File: src/rtl/piso_stream_pkg.sv
// piso_stream_pkg
//   Shared definitions for the PISO family: FSM state encodings and the
//   index-width derivation used by every block that carries a word index.
//   No ports (package).
package piso_stream_pkg;

  typedef enum logic {
    PISO_ST_IDLE = 1'b0,
    PISO_ST_SEND = 1'b1
  } piso_state_t;

  // Index/counter width for n words; a single-word buffer still gets one bit
  // so that the counter and addr ports never collapse to zero width.
  function automatic int piso_idx_bits(input int n);
    return (n == 1) ? 1 : $clog2(n);
  endfunction

endpackage

File: src/rtl/piso_stream_if.sv
// piso_stream_if
//   Bundles the load/parallel-input side and the serial valid/ready side of a
//   piso_stream instance.
//   Parameters: R_DATA_WIDTH (word width), N_REG (words per burst).
//   Signals: load, din, busy, dout, dout_valid, dout_ready, dout_last,
//            plus read/addr when PISO_ADDR_READ_EN is defined.
//   Modports: master = the PISO itself, slave = the producer/consumer side.
interface piso_stream_if #(
  parameter int R_DATA_WIDTH = 32,
  parameter int N_REG        = 8
) ();
  localparam int N_REG_BITS = piso_stream_pkg::piso_idx_bits(N_REG);

  logic                            load;
  logic [R_DATA_WIDTH*N_REG-1:0]   din;
  logic                            busy;
  logic [R_DATA_WIDTH-1:0]         dout;
  logic                            dout_valid;
  logic                            dout_ready;
  logic                            dout_last;
`ifdef PISO_ADDR_READ_EN
  logic                            read;
  logic [N_REG_BITS-1:0]           addr;

  modport master (
    input  load, din, dout_ready, read, addr,
    output busy, dout, dout_valid, dout_last
  );
  modport slave (
    output load, din, dout_ready, read, addr,
    input  busy, dout, dout_valid, dout_last
  );
`else
  modport master (
    input  load, din, dout_ready,
    output busy, dout, dout_valid, dout_last
  );
  modport slave (
    output load, din, dout_ready,
    input  busy, dout, dout_valid, dout_last
  );
`endif

endinterface

File: src/rtl/piso_word_sel.sv
// piso_word_sel
//   Combinational word picker: returns word idx of a packed buffer, with
//   optional order reversal (MSW_FIRST) and 0 for any idx >= N_REG.
//   Ports: buffer (R_DATA_WIDTH*N_REG packed words, word 0 in the LSBs),
//          idx (N_REG_BITS), word (R_DATA_WIDTH).
module piso_word_sel #(
  parameter int R_DATA_WIDTH = 32,
  parameter int N_REG        = 8,
  parameter int MSW_FIRST    = 0,
  localparam int N_REG_BITS  = piso_stream_pkg::piso_idx_bits(N_REG)
) (
  input  logic [R_DATA_WIDTH*N_REG-1:0] buffer,
  input  logic [N_REG_BITS-1:0]         idx,
  output logic [R_DATA_WIDTH-1:0]       word
);

  logic [R_DATA_WIDTH-1:0] words [N_REG];

  generate
    for (genvar gi = 0; gi < N_REG; gi++) begin : g_split
      assign words[gi] = buffer[gi*R_DATA_WIDTH +: R_DATA_WIDTH];
    end
  endgenerate

  // Matching only the legal index values makes out-of-range indices fall
  // through to the zero default without a separate range comparison.
  always_comb begin
    word = '0;
    for (int i = 0; i < N_REG; i++) begin
      if (idx == N_REG_BITS'(i)) begin
        word = words[(MSW_FIRST != 0) ? (N_REG - 1 - i) : i];
      end
    end
  end

endmodule

File: src/rtl/piso_stream.sv
// piso_stream
//   Parallel-in/serial-out buffer. A load in IDLE captures N_REG words; the
//   words then stream out one per accepted valid/ready beat, dout_last marking
//   the final word. All outputs are registered.
//   Parameters: R_DATA_WIDTH, N_REG, MSW_FIRST (0: word 0 first, 1: word
//   N_REG-1 first).
//   Ports: clk, rst (synchronous, active high), bus (piso_stream_if.master).
//   Optional: define PISO_ADDR_READ_EN to enable read/addr addressed readout
//   of the buffer while IDLE (dout_valid stays low for those reads).
module piso_stream
  import piso_stream_pkg::*;
#(
  parameter int R_DATA_WIDTH = 32,
  parameter int N_REG        = 8,
  parameter int MSW_FIRST    = 0
) (
  input  logic           clk,
  input  logic           rst,
  piso_stream_if.master  bus
);

  localparam int N_REG_BITS = piso_idx_bits(N_REG);
  localparam logic [N_REG_BITS-1:0] LAST_IDX = N_REG_BITS'(N_REG - 1);

  piso_state_t                   state_reg, state_next;
  logic [N_REG_BITS-1:0]         cnt_reg, cnt_next;
  logic [R_DATA_WIDTH*N_REG-1:0] buf_reg, buf_next;
  logic [R_DATA_WIDTH-1:0]       dout_reg, dout_next;
  logic                          dout_valid_reg, dout_valid_next;
  logic                          dout_last_reg, dout_last_next;

  logic                          accept;
  logic [R_DATA_WIDTH-1:0]       stream_word;
  logic [R_DATA_WIDTH-1:0]       idle_word;

  assign accept = dout_valid_reg && bus.dout_ready;

  // State register (also holds counter, buffer and output registers)
  always_ff @(posedge clk) begin
    if (rst) begin
      state_reg      <= PISO_ST_IDLE;
      cnt_reg        <= '0;
      buf_reg        <= '0;
      dout_reg       <= '0;
      dout_valid_reg <= 1'b0;
      dout_last_reg  <= 1'b0;
    end else begin
      state_reg      <= state_next;
      cnt_reg        <= cnt_next;
      buf_reg        <= buf_next;
      dout_reg       <= dout_next;
      dout_valid_reg <= dout_valid_next;
      dout_last_reg  <= dout_last_next;
    end
  end

  // Next-state logic. load is only looked at in IDLE, so a load on the
  // final-handshake cycle is dropped rather than restarting the burst.
  always_comb begin
    state_next = state_reg;
    cnt_next   = cnt_reg;
    buf_next   = buf_reg;
    unique case (state_reg)
      PISO_ST_IDLE: begin
        if (bus.load) begin
          buf_next   = bus.din;
          cnt_next   = '0;
          state_next = PISO_ST_SEND;
        end
      end
      PISO_ST_SEND: begin
        if (accept) begin
          if (cnt_reg == LAST_IDX) begin
            cnt_next   = '0;
            state_next = PISO_ST_IDLE;
          end else begin
            cnt_next = cnt_reg + 1'b1;
          end
        end
      end
      default: state_next = PISO_ST_IDLE;
    endcase
  end

  // The stream word is taken from the *next* buffer/counter so the first
  // word appears in the cycle right after load, and a stalled beat simply
  // re-registers the same word.
  piso_word_sel #(
    .R_DATA_WIDTH (R_DATA_WIDTH),
    .N_REG        (N_REG),
    .MSW_FIRST    (MSW_FIRST)
  ) u_stream_sel (
    .buffer (buf_next),
    .idx    (cnt_next),
    .word   (stream_word)
  );

`ifdef PISO_ADDR_READ_EN
  logic [R_DATA_WIDTH-1:0] rd_word;

  // Addressed reads use absolute word numbering regardless of MSW_FIRST.
  piso_word_sel #(
    .R_DATA_WIDTH (R_DATA_WIDTH),
    .N_REG        (N_REG),
    .MSW_FIRST    (0)
  ) u_read_sel (
    .buffer (buf_reg),
    .idx    (bus.addr),
    .word   (rd_word)
  );

  // A coincident load takes priority over read.
  assign idle_word = (state_reg == PISO_ST_IDLE && bus.read && !bus.load)
                     ? rd_word : '0;
`else
  assign idle_word = '0;
`endif

  // Output logic (feeds the output registers)
  always_comb begin
    dout_valid_next = (state_next == PISO_ST_SEND);
    dout_last_next  = dout_valid_next && (cnt_next == LAST_IDX);
    dout_next       = dout_valid_next ? stream_word : idle_word;
  end

  assign bus.busy       = (state_reg == PISO_ST_SEND);
  assign bus.dout       = dout_reg;
  assign bus.dout_valid = dout_valid_reg;
  assign bus.dout_last  = dout_last_reg;

endmodule

File: src/flat_wrapper.sv
// flat-port wrapper written by rule: the top's interface ports become plain ports
module piso_stream_flat import piso_stream_pkg::*;
#(
  parameter int R_DATA_WIDTH = 32,
  parameter int N_REG        = 8,
  parameter int MSW_FIRST    = 0
)
  (clk, rst, bus_load, bus_din, bus_dout_ready, bus_busy, bus_dout, bus_dout_valid, bus_dout_last);
  piso_stream_if #(.R_DATA_WIDTH(R_DATA_WIDTH), .N_REG(N_REG)) bus_i ();
  input  logic clk;
  input  logic rst;
  input wire logic [$bits(bus_i.load)-1:0] bus_load;
  input wire logic [$bits(bus_i.din)-1:0] bus_din;
  input wire logic [$bits(bus_i.dout_ready)-1:0] bus_dout_ready;
  output wire logic [$bits(bus_i.busy)-1:0] bus_busy;
  output wire logic [$bits(bus_i.dout)-1:0] bus_dout;
  output wire logic [$bits(bus_i.dout_valid)-1:0] bus_dout_valid;
  output wire logic [$bits(bus_i.dout_last)-1:0] bus_dout_last;
  assign bus_i.load = bus_load;
  assign bus_i.din = bus_din;
  assign bus_i.dout_ready = bus_dout_ready;
  assign bus_busy = bus_i.busy;
  assign bus_dout = bus_i.dout;
  assign bus_dout_valid = bus_i.dout_valid;
  assign bus_dout_last = bus_i.dout_last;
  piso_stream #(.R_DATA_WIDTH(R_DATA_WIDTH), .N_REG(N_REG), .MSW_FIRST(MSW_FIRST)) u_core (.clk(clk), .rst(rst), .bus(bus_i));
endmodule
File: config.mk
export PLATFORM = sky130hd
export DESIGN_NAME = piso_stream_flat
export DESIGN_NICKNAME = d
export VERILOG_FILES = /design/src/rtl/piso_stream_pkg.sv /design/src/rtl/piso_stream_if.sv /design/src/rtl/piso_word_sel.sv /design/src/rtl/piso_stream.sv /design/src/flat_wrapper.sv
export SDC_FILE = /design/constraint.sdc
export NUM_CORES = 1
export LEC_CHECK = 0
export ABC_AREA = 1
export BUFFER_PORTS_ARGS = -buffer_cell sky130_fd_sc_hd__buf_2
export CAP_MARGIN = 20
export CORE_UTILIZATION = 49
export CTS_BUF_LIST = sky130_fd_sc_hd__clkbuf_16
export DETAILED_ROUTE_END_ITERATION = 8
export PLACE_DENSITY = 0.75
export SLEW_MARGIN = 20
export SYNTH_ARGS = -nofsm -noshare
export SYNTH_HDL_FRONTEND = slang
export SYNTH_SLANG_ARGS = --single-unit
File: constraint.sdc
create_clock -name clk -period 1.8 [get_ports clk]
set_input_delay 0.36 -clock clk [delete_from_list [all_inputs] [get_ports clk]]
set_output_delay 0.36 -clock clk [all_outputs]
set_load 0.02 [all_outputs]
[Word level (Yosys, flattened, before mapping)]
Cells that the tools add are included.
Storage, ports and cells
  flip-flop bits (word level): 293
  output and inout port bits: 35
  logic and storage cells: 38
Cells by class
  $add $sub $neg: 1
  equal/unequal tests: 8
  muxes and demuxes: 18
  bitwise operators: 2
  reductions and logical operators: 4
Operators by type and width (number)
  2-to-1 mux 256 bit: 2
  2-to-1 mux 32 bit: 8
  equality test 3 bit (second input constant): 5
  2-to-1 mux 3 bit: 3
  equality test 3 x 2 -> 1 bit (second input constant): 2
  case mux 3 bit (2 select lines): 1
  adder 3 x 1 -> 3 bit (second input constant): 1
  equality test 3 x 1 -> 1 bit (second input constant): 1
  zero test 3 bit: 1
  2-to-1 mux 1 bit: 3
  logical AND 1 bit: 2
  inverter 1 bit: 2
  case mux 1 bit (2 select lines): 1
  OR reduction 2 bit: 1

[Depth between registers and ports, before layout]
  depth in word-level cells: 13
  gate-level depth with buffers: 14
  gate-level depth less buffers: 12

[Modules after synthesis]
A second synthesis with hierarchy kept.
Unflattened totals
  cells, all modules: 1944
  area total of the unflattened synthesis: 13150.1 µm²
Modules (own cells, without submodules)
  piso_stream: instances 1, cells each 1503, area an instance 11025.6 µm², sequential area each 5865.6 µm²
  piso_word_sel: instances 1, cells each 441, area an instance 2124.5 µm², sequential area each 0.0 µm²

[Worst setup path before layout]
OpenSTA, ideal clock, no wires.
  path type: register to register
  from: register u_core.dout_valid_reg (netlist: u_core.bus.dout_valid)
  to: register u_core.dout_reg[10] (netlist: u_core.bus.dout[10])
  arrival time: 1.757 ns
  data required time: 1.691 ns
  path slack: -0.066 ns
  stages on the path, launching flop included: 12
  period minus slack after synthesis: 1.866 ns
  cells stage by stage: dfxtp_1 -> inv_2 -> nand2_1 -> buf_2 -> buf_2 -> buf_4 -> mux2i_1 -> nor2_1 -> nor2_1 -> nand4_1 -> nand2_1 -> inv_1
Between the ends
  longest elaborated chain between the ends: 12
  elaborated cells between the ends (all ways): 25
  classes of those cells: eq/ne (7); mux (13); bitwise (2); reduce/logical (3)
RTL lines
  from (decl): RTL line piso_stream.sv:29  | logic dout_valid_reg, dout_valid_next;
  from (signal assigned): RTL line piso_stream.sv:52  | dout_valid_reg <= dout_valid_next;
  logical AND 1 bit: RTL line piso_stream.sv:36  | assign accept = dout_valid_reg && bus.dout_ready;
  2-to-1 mux 3 bit: RTL line piso_stream.sv:72  | if (accept) begin
  case mux 3 bit (2 select lines): RTL line piso_stream.sv:63  | unique case (state_reg)
  zero test 3 bit: RTL line piso_word_sel.sv:30  | if (idx == N_REG_BITS'(i)) begin
  2-to-1 mux 32 bit (8 in a row): RTL line piso_word_sel.sv:30
  to (signal assigned): RTL line piso_stream.sv:51  | dout_reg <= dout_next;
  to (decl): RTL line piso_stream.sv:28  | logic [R_DATA_WIDTH-1:0] dout_reg, dout_next;
Parallel ways exist; a longest one is shown, timed or not.
A chain may end at the register's enable or synchronous reset.

[Worst setup path after layout]
  from: register u_core.cnt_reg[0]
  to: register u_core.dout_reg[4] (netlist: u_core.bus.dout[4])
Between the ends
  longest elaborated chain between the ends: 13
  elaborated cells between the ends (all ways): 27
  classes of those cells: add/sub (1); eq/ne (8); mux (15); bitwise (1); reduce/logical (2)
RTL lines
  from (decl): RTL line piso_stream.sv:26  | logic [N_REG_BITS-1:0] cnt_reg, cnt_next;
  from (signal assigned): RTL line piso_stream.sv:49  | cnt_reg <= cnt_next;
  adder 3 x 1 -> 3 bit or equality test 3 bit (tied branches): RTL line piso_stream.sv:77, piso_stream.sv:73
  2-to-1 mux 3 bit: RTL line piso_stream.sv:73  | if (cnt_reg == LAST_IDX) begin
  2-to-1 mux 3 bit: RTL line piso_stream.sv:72
  case mux 3 bit (2 select lines): RTL line piso_stream.sv:63
  zero test 3 bit: RTL line piso_word_sel.sv:30
  2-to-1 mux 32 bit (8 in a row): RTL line piso_word_sel.sv:30
Parallel ways exist; a longest one is shown, timed or not.

==> impl_metrics.py <==
metrics = {
    "worst_setup_path": {
        "end_kind": "register",
        "worstSetupStartpointType": "register",
        "slowest_delay_ns": 0.34,
        "crit_slowest_cell": "dfxtp_2",
        "crit_arrival_ns": 2.52,
        "crit_type": "register to register",
        "path_max_fanout": 32,
        "worstPathRequired_ns": 2.26,
        "rrSetupSlack_ns": -0.26,
        "path_cells": "ha_4 > ha_4 > o21bai_1 > nand2_2 > buf_6 > buf_4 > inv_4 > buf_4 > nor3_4 > buf_12 > nand2_2 > nand4_1 > nand2_1 > inv_1",
    },
    "synth": {
        "synth_nets": 2172,
        "synth_top_area_cell": "dfxtp_1",
        "synth_ff_type": "dfxtp_1",
        "synth_top_area_share_pct": 43.82,
        "synthCells": 1910,
        "synth_seq_cells": 293,
        "yosysMostFrequentCell": "nand2_1",
        "synth.area.top_cells": "dfxtp_1 (44%), nand2_1 (11%), nor2_1 (9.2%)",
        "synth_edf_count": 0,
        "synth_cell_type_count": 21,
        "async_flop_share_pct": 0,
        "yosys-top-cells-count": "nand2_1 (402), nor2_1 (327), dfxtp_1 (293), inv_1 (260), nand3_1 (131)",
        "postSynthAreaPerCell_um2": 7.008,
        "ys_seq_area_share_pct": 43.82,
        "synth.cell_area_um2": 13390,
        "ys_warn_count": 0,
    },
    "grt": {
        "grt_busiest_layer": "met2",
        "met1_usage_pct": 33.94,
        "grtUsageTotal_pct": 30.07,
        "grt_max_degree": 93,
        "grt_pass1_vias": 14002,
        "globalRouteOverflowTotal": 0,
        "antenna_found_initial": 11,
        "grt_pass1_wl_mm": 67.79,
        "gr-usage-met3_pct": 5.743,
        "use_met2_pct": 52.86,
    },
    "run_status": {
        "status": "complete, but fails checks",
        "violations": "setup timing",
    },
    "layout": {
        "syn_to_final_growth_pct": 42.39,
        "drive_gt1_share_pct": 30.75,
        "multi_input_area_um2": 6530,
        "nets": 2625,
        "post-route-util_pct": 70.92,
        "regArea_um2": 5869,
        "layoutNonFillerInstCount": 2739,
        "largest_reg_flops": 256,
        "final_cell_area_um2": 19060,
        "fillers": 2066,
    },
    "clocking": {
        "clk_path_buf_depth": 3,
        "insertion_delay_ns": 0.56,
        "tritoncts": "done",
        "clock-sinks": 293,
        "clk_pin_slew_worst_paths_ns": 0.06,
        "numCtsBuffers": 30,
        "hold_buffers": 0,
        "htreeDepth": 1,
        "cts-root-buf": "clkbuf_16",
    },
    "place": {
        "dp.final_hpwl_mm": 28.39,
        "dp.cells": 2642,
        "port_buffers": 294,
        "gp_congestion": 0.9034,
        "placed_cell_area_um2": 16860,
        "dp_slack_ns": -0.3410,
    },
    "die": {
        "dieArea_um2": 27980,
        "dieHeight_um": 167.3,
        "num_rows": 60,
        "start_util_pct": 49.80,
        "io_pins": 295,
        "fp.coreArea_um2": 26880,
        "die_w_um": 167.3,
    },
    "timing": {
        "finalMaxSlewViolations": 0,
        "tns_ns": -6.857,
        "period_share_pct": 114.7,
        "clock_skew_ns": 0.008280,
        "hold_viol": 0,
        "slew_headroom_pct": 68.04,
        "rsz0062_at_grt": "yes",
        "setup_viol": 33,
        "fmaxAchievable_ghz": 0.4843,
        "tightest_slew_ns": 0.4794,
        "setup_slack_ns": -0.2650,
        "hold_ws_ns": 0.05856,
        "min_period_ns": 2.065,
    },
    "hold_path": {
        "worstHoldPathType": "primary input to register",
    },
    "route": {
        "dr.pass1.iters": 8,
        "routed_wl_mm": 44.88,
        "viasPerCell": 5.234,
        "ant_nets": 0,
        "dr_total_vias": 14336,
        "drc": 0,
        "wl_per_cell_um": 16.39,
        "drtIter0Drc": 973,
    },
    "power_and_ir_drop": {
        "leakage_nw": 10.21,
        "irDropWorstVdd_uv": 634.3,
        "power.total_mw": 16.48,
        "powerDensity_nw_per_um2": 864.7,
    },
    "flow_run": {
        "maxCapViolations": 0,
    },
}
layer usage:
metal	wire [um]	share of wire, %	vias to the layer above
met4	2531	5.6	6
li1	-	-	6921
met2	22030	49	613
met5	38	0.085	-
met1	16960	38	6635
met3	3319	7.4	161
power by group:
part | total (mW) | leakage [nW] | internal [mW] | switching (mW)
combinational | 3.11 | 7.30 | 1.41 | 1.70
sequential | 7.04 | 2.41 | 6.91 | 0.124
clock | 6.34 | 0.495 | 3.68 | 2.66
cell usage in the layout, fill, tap and decap left out, types with 3 or more instances in the layout:
cell type,instances
mux2i_2,3
nand4_1,96
nand2_4,6
o21ai_0,64
clkinv_2,7
nand3_1,95
mux2i_1,93
buf_16,11
nor3_4,3
nand3_2,31
buf_2,293
buf_4,194
clkinvlp_4,3
clkinv_1,8
buf_8,4
dfxtp_1,290
bufinv_16,4
nand2_2,16
a21oi_1,65
inv_1,263
o21a_1,32
nand3_4,5
diode_2,11
nor2_1,264
nor2_4,21
nor2_2,42
buf_12,30
nand2_1,382
buf_6,14
clkbuf_16,36
dfxtp_2,3
timing repair:
action / in CTS / in global routing
pin swaps: 35 / 51
setup buffers: 16 / 6
setup endpoints to repair: 33 / 37
gates cloned: 10 / 6
resized for setup: 110 / 80
final timing paths:
kind | startpoint | to | depth (start not counted)
worst min-delay path | bus_din[112] | u_core.buf_reg[112] | 3
worst max-delay path | u_core.cnt_reg[0] | u_core.bus.dout[4] | 14
worst min register to register | u_core.buf_reg[26] | u_core.buf_reg[26] | 2
worst max register to register | u_core.cnt_reg[0] | u_core.bus.dout[4] | 14
cell type report:
class                      count  share of cell area (%)
multi-input combinational   1221                   34.26
tap                          341                   2.239
clock inverter                25                   1.149
antenna                       11                  0.1444
inverter                     264                   5.226
clock buffer                  31                   4.070
sequential                   293                   30.80
timing repair buffer         553                   22.12
cell families (layout without fill, tap and decap cells):
kind of cell / Yosys count / count (layout) / synth area share, %
simple gates: 961 / 961 / 30.19
mux: 96 / 96 / 7.179
other cells: 0 / 11 / 0
flops: 293 / 293 / 43.82
compound gates: 162 / 162 / 6.674
fa+ha+maj: 2 / 2 / 0.1869
buf+inv: 396 / 873 / 11.95
critical path: cells and delay by family, from the launching register on:
kind / cells / cell delay [ns]
flops: 1 / 0.34
simple gates: 5 / 0.48
buf+inv: 6 / 0.66
compound gates: 1 / 0.15
fa+ha+maj: 2 / 0.32
Power figures use the tool's default switching activity.
